`config.mk`:
```
export PLATFORM = sky130hd
export DESIGN_NAME = mdu_iter
export DESIGN_NICKNAME = d
export VERILOG_FILES = /design/src/rtl/mdu_iter.sv
export SDC_FILE = /design/constraint.sdc
export NUM_CORES = 1
export LEC_CHECK = 0
export ABC_AREA = 1
export BUFFER_PORTS_ARGS = -buffer_cell sky130_fd_sc_hd__buf_2
export CAP_MARGIN = 20
export CELL_PAD_IN_SITES_DETAIL_PLACEMENT = 1
export CELL_PAD_IN_SITES_GLOBAL_PLACEMENT = 1
export CORE_MARGIN = 1
export CORE_UTILIZATION = 43
export CTS_BUF_LIST = sky130_fd_sc_hd__clkbuf_4 sky130_fd_sc_hd__clkbuf_8 sky130_fd_sc_hd__clkbuf_16
export CTS_CLUSTER_DIAMETER = 150
export DETAILED_ROUTE_END_ITERATION = 8
export PLACE_DENSITY_LB_ADDON = 0.1
export SETUP_SLACK_MARGIN = 0.4
export SLEW_MARGIN = 20
export SYNTH_ARGS = -nofsm -noshare
export SYNTH_HDL_FRONTEND = slang
export SYNTH_SLANG_ARGS = --single-unit
```
`constraint.sdc`:
```
create_clock -name clk -period 2.5 [get_ports clk]
set_input_delay 0.25 -clock clk [delete_from_list [all_inputs] [get_ports clk]]
set_output_delay 0.25 -clock clk [all_outputs]
set_load 0.01 [all_outputs]
```
`src/rtl/mdu_iter.sv`:
```
// Iterative multiply/divide unit that owns the HI/LO registers. Radix-2 shift-add multiply and
// restoring divide both run on operand magnitudes; the sign is applied in a single fix-up cycle.
module mdu_iter #(
  parameter int WIDTH = 32
) (
  input  logic             clk,
  input  logic             reset,
  input  logic             start,
  input  logic [2:0]       op,
  input  logic [WIDTH-1:0] a,
  input  logic [WIDTH-1:0] b,
  output logic             busy,
  output logic             done,
  output logic [WIDTH-1:0] hi,
  output logic [WIDTH-1:0] lo
);

  localparam int CW = $clog2(WIDTH);

  typedef enum logic [1:0] {IDLE, CALC, FIX} state_t;

  state_t             state;
  logic [CW-1:0]      cnt;
  logic               is_div, neg_res, neg_rem, div_zero;
  logic [WIDTH-1:0]   a_orig, b_mag;
  logic [2*WIDTH-1:0] acc;
  logic [WIDTH:0]     rem;

  logic               sa, sb;
  logic [WIDTH-1:0]   mag_a, mag_b;
  logic [WIDTH:0]     mul_sum, shifted, rem_next;
  logic               ge;
  logic [2*WIDTH-1:0] prod;
  logic [WIDTH-1:0]   quot, remd;

  always_comb begin
    sa    = ~op[0] & a[WIDTH-1];
    sb    = ~op[0] & b[WIDTH-1];
    mag_a = sa ? -a : a;
    mag_b = sb ? -b : b;
    // Multiply: upper half accumulates, the multiplier drains out of the low half LSB first.
    mul_sum  = {1'b0, acc[2*WIDTH-1:WIDTH]} + (acc[0] ? {1'b0, b_mag} : '0);
    // Divide: dividend bits leave acc[WIDTH-1] MSB first while quotient bits enter at bit 0.
    shifted  = {rem[WIDTH-1:0], acc[WIDTH-1]};
    ge       = shifted >= {1'b0, b_mag};
    rem_next = ge ? shifted - {1'b0, b_mag} : shifted;
    prod     = neg_res ? -acc : acc;
    quot     = neg_res ? -acc[WIDTH-1:0] : acc[WIDTH-1:0];
    remd     = neg_rem ? -rem[WIDTH-1:0] : rem[WIDTH-1:0];
  end

  always_ff @(posedge clk) begin
    if (reset) begin
      state    <= IDLE;
      cnt      <= '0;
      busy     <= 1'b0;
      done     <= 1'b0;
      hi       <= '0;
      lo       <= '0;
      is_div   <= 1'b0;
      neg_res  <= 1'b0;
      neg_rem  <= 1'b0;
      div_zero <= 1'b0;
      a_orig   <= '0;
      b_mag    <= '0;
      acc      <= '0;
      rem      <= '0;
    end else begin
      done <= 1'b0;
      case (state)
        IDLE: begin
          if (start) begin
            if (op[2] == 1'b0) begin
              is_div   <= op[1];
              neg_res  <= sa ^ sb;
              neg_rem  <= sa;
              div_zero <= (b == '0);
              a_orig   <= a;
              b_mag    <= mag_b;
              acc      <= (2*WIDTH)'(mag_a);
              rem      <= '0;
              cnt      <= '0;
              busy     <= 1'b1;
              state    <= CALC;
            end else if (op[1] == 1'b0) begin
              if (op[0]) lo <= a;
              else       hi <= a;
              done <= 1'b1;
            end
          end
        end
        CALC: begin
          if (is_div) begin
            rem              <= rem_next;
            acc[WIDTH-1:0]   <= {acc[WIDTH-2:0], ge};
          end else begin
            acc <= {mul_sum, acc[WIDTH-1:1]};
          end
          cnt <= cnt + 1'b1;
          if (cnt == CW'(WIDTH-1)) begin
            cnt   <= '0;
            state <= FIX;
          end
        end
        FIX: begin
          if (is_div) begin
            if (div_zero) begin
              lo <= '1;
              hi <= a_orig;
            end else begin
              lo <= quot;
              hi <= remd;
            end
          end else begin
            {hi, lo} <= prod;
          end
          busy  <= 1'b0;
          done  <= 1'b1;
          state <= IDLE;
        end
        default: state <= IDLE;
      endcase
    end
  end

endmodule

```
# Yosys cells after proc, flatten, opt, wreduce, memory -nomap -nowiden

Cells that the tools add are included.

Output and inout port bits: 66
Bits of input ports: 70
Logic and storage cells: 98
Flip-flop bits (word level): 237

Bitwise logic cells: 5
Equal/unequal tests: 12
Muxes and demuxes: 45
Reductions and logical operators: 12
Magnitude comparators: 1
Add/sub/neg operators: 8

Operators with widths:

| kind                                         | count |
|---|---|
| 2-to-1 mux 32 bit                            | 23 |
| 2-to-1 mux 64 bit                            | 3 |
| one-hot mux 32 bit (2 select lines)          | 3 |
| negator 32 bit                               | 4 |
| one-hot mux 64 bit (2 select lines)          | 1 |
| negator 64 bit                               | 1 |
| adder 32 x 32 -> 33 bit                      | 1 |
| greater-or-equal comparator 33 x 32 -> 1 bit | 1 |
| logical NOT 32 bit                           | 1 |
| subtractor 32 bit                            | 1 |
| inequality test 2 bit, second input constant | 9 |
| 2-to-1 mux 5 bit                             | 3 |
| AND reduction 3 bit                          | 4 |
| one-hot mux 5 bit (2 select lines)           | 1 |
| AND reduction 5 bit                          | 2 |
| AND reduction 4 bit                          | 2 |
| 2-to-1 mux 2 bit                             | 3 |
| adder 5 x 1 -> 5 bit, second input constant  | 1 |
| equality test 5 bit, second input constant   | 1 |
| 2-to-1 mux 1 bit                             | 5 |
| one-hot mux 1 bit (2 select lines)           | 2 |
| one-hot mux 2 bit (2 select lines)           | 1 |
| nonzero test 2 bit                           | 2 |
| bitwise AND 1 bit                            | 2 |
| other kinds (5)                              | 6 |

# Logic depth before layout (Yosys ltp)

Depth after elaboration: 6
Depth in mapped cells: 18
Gate-level depth less buffers: 17

# Worst setup path before layout

Ideal clock, no wire load.

Path type: reg2reg
Start: register acc[0]
End: register acc[57]
Setup time: 132 ps
Path buffers: 1
Slack: 301 ps
Cell stages (with the launch flop): 17
Data arrival time: 2067 ps
Required time: 2368 ps
Period minus slack after synthesis: 2199 ps
Cell sequence: dfxtp_1 buf_6 nand2_1 inv_1 ha_1 inv_1 fa_1 inv_1 nand2_1 o21ai_2 a21boi_1 o21ai_0 nand2_1 nand3_1 nand2_1 nand3_1 a21oi_1

Longest elaborated chain between the ends: 4

Ends and longest elaborated chain:

| item                                | RTL line | RTL |
|---|---|---|
| start, declared                     | 26       | `logic [2*WIDTH-1:0] acc;` |
| start signal, assigned              | 80       | `acc <= (2*WIDTH)'(mag_a);` |
| start signal, assigned by index     | 95       | `acc[WIDTH-1:0] <= {acc[WIDTH-2:0], ge};` |
| start signal, assigned              | 97       | `acc <= {mul_sum, acc[WIDTH-1:1]};` |
| 2-to-1 mux 32 bit                   | 42       | `mul_sum = {1'b0, acc[2*WIDTH-1:WIDTH]} + (acc[0] ? {1'b0, b_mag} : '0);` |
| adder 32 x 32 -> 33 bit             | 42       |  |
| 2-to-1 mux 32 bit                   | 93       | `if (is_div) begin` |
| one-hot mux 64 bit (2 select lines) | 70       | `case (state)` |

Every way passes these cells. The select of a mux whose other input is x is not followed.
A chain may end at the register's enable or synchronous reset.

# Worst setup path after layout

Start: register acc[0]
End: register acc[51]

The elaborated chain is that of the path after synthesis.

==> impl_results.md <==
* FF-to-FF setup slack at -140 ps
* Crit end category: flop
* CTS clk-pin slew, worst paths at ~60 ps
* Grt met3 use at under 10%
* Vias in the first global route at 26949
* TritonCTS Buffers at 28
* Commonest cells after routing, fill and taps aside: nand2_1, nor2_1, inv_1
* Synth Register Bits at 237
* GR Util met1 at approximately 58%
* Fraction of registers with async set/reset at 0%
* Hold path depth at 3
* Synth Net Count at 3615
* Post-route DRC at 0
* Fillcell total at between 6000 and 7000
* DP Wirelength at roughly 80 mm
* Most common cell after layout, fill and taps aside: nand2_1
* Slew Viols, Final at 0
* GR peak layer: met2
* Initial antenna violation count at 4
* Die Wd at around 220 um
* RSZ-0062 raised after global routing: true
* Worst relative slew slack at a little under half
* Status: finished, violations left
* Final std cells w/o fill at 4391
* Clock root buffer: clkbuf_16
* Vias per cell at approximately 6.5
* Leakage Power at 0.0132 uW
* Die height at roughly 220 um
* Max Cap Viol at 0
* Synth unique cells at 51
* Routed WL at 123 mm
* Startpoint class of the critical path: flop
* Clk sinks at 237
* Synth warn at 0
* Critical R2R Capture: acc[51]
* HP Start: b[15]
* Data required, critical path at 2950 ps
* CTS tree: built
* Hold Fails Final Rpt at 1
* Post-route setup TNS at -473 ps
* CTS Buffer Depth at 3
* Synth Flop Type: dfxtp_1
* Antenna Nets Post-Route at 0
* Crit path time final at 2640 ps
* Synth area leader: dfxtp_1
* Area Growth Syn to Fin at 38.9%
* Fin crit share at 106%
* Critical path class: flop to flop
* Worst Tran Pin Value at 795 ps
* Met2 usage at 69.8%
* Detailed Route Iter0 Violations at 3599
* Cells after Synth at 3473
* Initial Util at 43.7%
* Worst hold path type: input pin to flop
* # setup viols final at 7
* Area contributors post-synth: dfxtp_1, nand2_1, nor2_1
* # H-tree levels at 1
* Post-synthesis sequential area ratio at 23.8%
* Number of port buffers at 135
* Crit path max fanout at 9
* Pwr Density at roughly 460 mW/mm^2
* Critical Path AT at 3100 ps
* Peak VDD IR at 0.784 mV
* Clk Latency, worst-skew pair at 600 ps
* Die area at between 0.04 and 0.05 mm^2
* Wire per inst at 28.0 um
* Reg-to-Reg Start: acc[0]
* Total GRT Usage at around 45%
* Maximum clock frequency at 378 MHz
* Fin Hold WS at -3.54 ps
* Number of cells on the worst reg-to-reg path at 17
* Post-synth EDFFs at 0
* GPL Wtd Cong at 1.02
* First-pass DRT Iterations at 6
* First-pass GRT wire length at 161 mm
* Syn_area_per_cell at 5.74 um^2
* Violated checks: hold timing, setup timing
* Largest net degree at the start of global routing at 90
* Clock Skews at around 24 ps
* Io pins at 136
* Setup WS pre-CTS at -177 ps
* Setup WS post-layout at -143 ps
* Placed Cells at 4201
* Share of cells above drive strength 1 at 30.7%
* Rows at 78
* Synth Cell Area at about 0.020 mm^2
* Nets at between 3000 and 4000
* Total gr overflow at 0
* Hold EP: b_mag[15]
* Area of the core at about 0.046 mm^2
* DR vias at 28560
* Synth top area share at a little under a quarter
-- synthesized netlist by cell type, types with 10 or more instances --
library cell,instances
nand3_1,262
inv_2,10
a31oi_1,18
xnor2_1,23
o21ai_0,300
o21ai_1,15
buf_1,16
a221oi_1,26
nand3b_1,22
buf_2,29
nor3_1,31
ha_1,70
clkbuf_1,81
nand4_1,37
dfxtp_1,237
a21oi_1,312
xor2_1,30
nand2_1,987
inv_1,395
nor2_2,18
a21boi_1,13
nor2_1,425
o211ai_1,10
-- stage by stage --
step / area [um^2] / power (uW) / utilization, %
after global routing: 27700 / 13000 / 60.7
after global placement: 21900 / 6800 / 48.1
after floorplan: 20000 / 5760 / -
after CTS: 25400 / 11900 / 55.7
after detailed placement: 21900 / 6880 / 48.1
final: 27700 / 12800 / 60.7
-- sequential cells by signal, summed over array words and instances, names as in the netlist, 2 cells and up --
name / cells
a_orig: 32
acc: 64
b_mag: 32
cnt: 5
hi: 32
lo: 32
rem: 32
state: 2
-- how the worst max path moves through the flow --
stage	to	start	cells past startpoint	slack (ps)
3_3_place_gp	acc[58]	acc[0]	15	-80
5_1_grt	acc[47]	acc[0]	16	-170
6_report	acc[51]	acc[0]	17	-140
4_1_cts	acc[50]	acc[0]	14	190
2_1_floorplan	acc[63]	acc[0]	17	370
3_5_place_dp	acc[50]	acc[0]	14	-180
-- critical path: stages (launching register included) --
cell and delay, ps:
dfxtp_4 370, buf_12 160, buf_12 140, nand2_1 60, inv_1 80, ha_4 330, nand2_1 120, nand2_1 110
inv_1 80, o21ai_1 260, inv_1 110, o21ai_2 90, buf_4 130, a21oi_2 30, nand2_2 100, a21boi_2 70
o21ai_1 140, a21oi_1 100
-- layout make-up --
class                           count  area (um^2)  area share (%)
Multi-Input combinational cell   2689        16100            58.3
Sequential cell                   237         4890            17.7
Timing Repair Buffer              408         3270            11.8
Inverter                          406         1600            5.77
Clock buffer                       39          820            2.96
Tap cell                          600          751            2.71
Clock inverter                      9          201           0.728
Timing Repair inverter              2         10.0          0.0362
Antenna cell                        1         2.50         0.00904
-- cells by family after synthesis --
family | share of synthesized area, %
simple gates | 38.0
compound gates | 20.3
fa+ha+maj | 4.60
buf+inv | 10.9
flops | 23.8
xor+xnor | 2.33
-- report_power, final --
part,internal (uW),switching [uW]
Combinational,1270,2550
Sequential,3950,250
Clock,2890,1910
Total,8100,4710
-- routing by layer --
metal / vias to the layer above / wire length [um]
met5: - / 25
met4: 4 / 10100
met3: 675 / 13500
met2: 2226 / 53400
met1: 13697 / 45900
li1: 11958 / -
-- repair_timing --
item,CTS,global route
setup endpoints to repair,106,136
hold buffers,5,0
pin swaps,97,128
cloned,8,5
setup buffers,45,77
gates resized for setup,455,458
endpoints found under the hold margin,6,0
No activity file was read; power rests on OpenSTA's default activity.
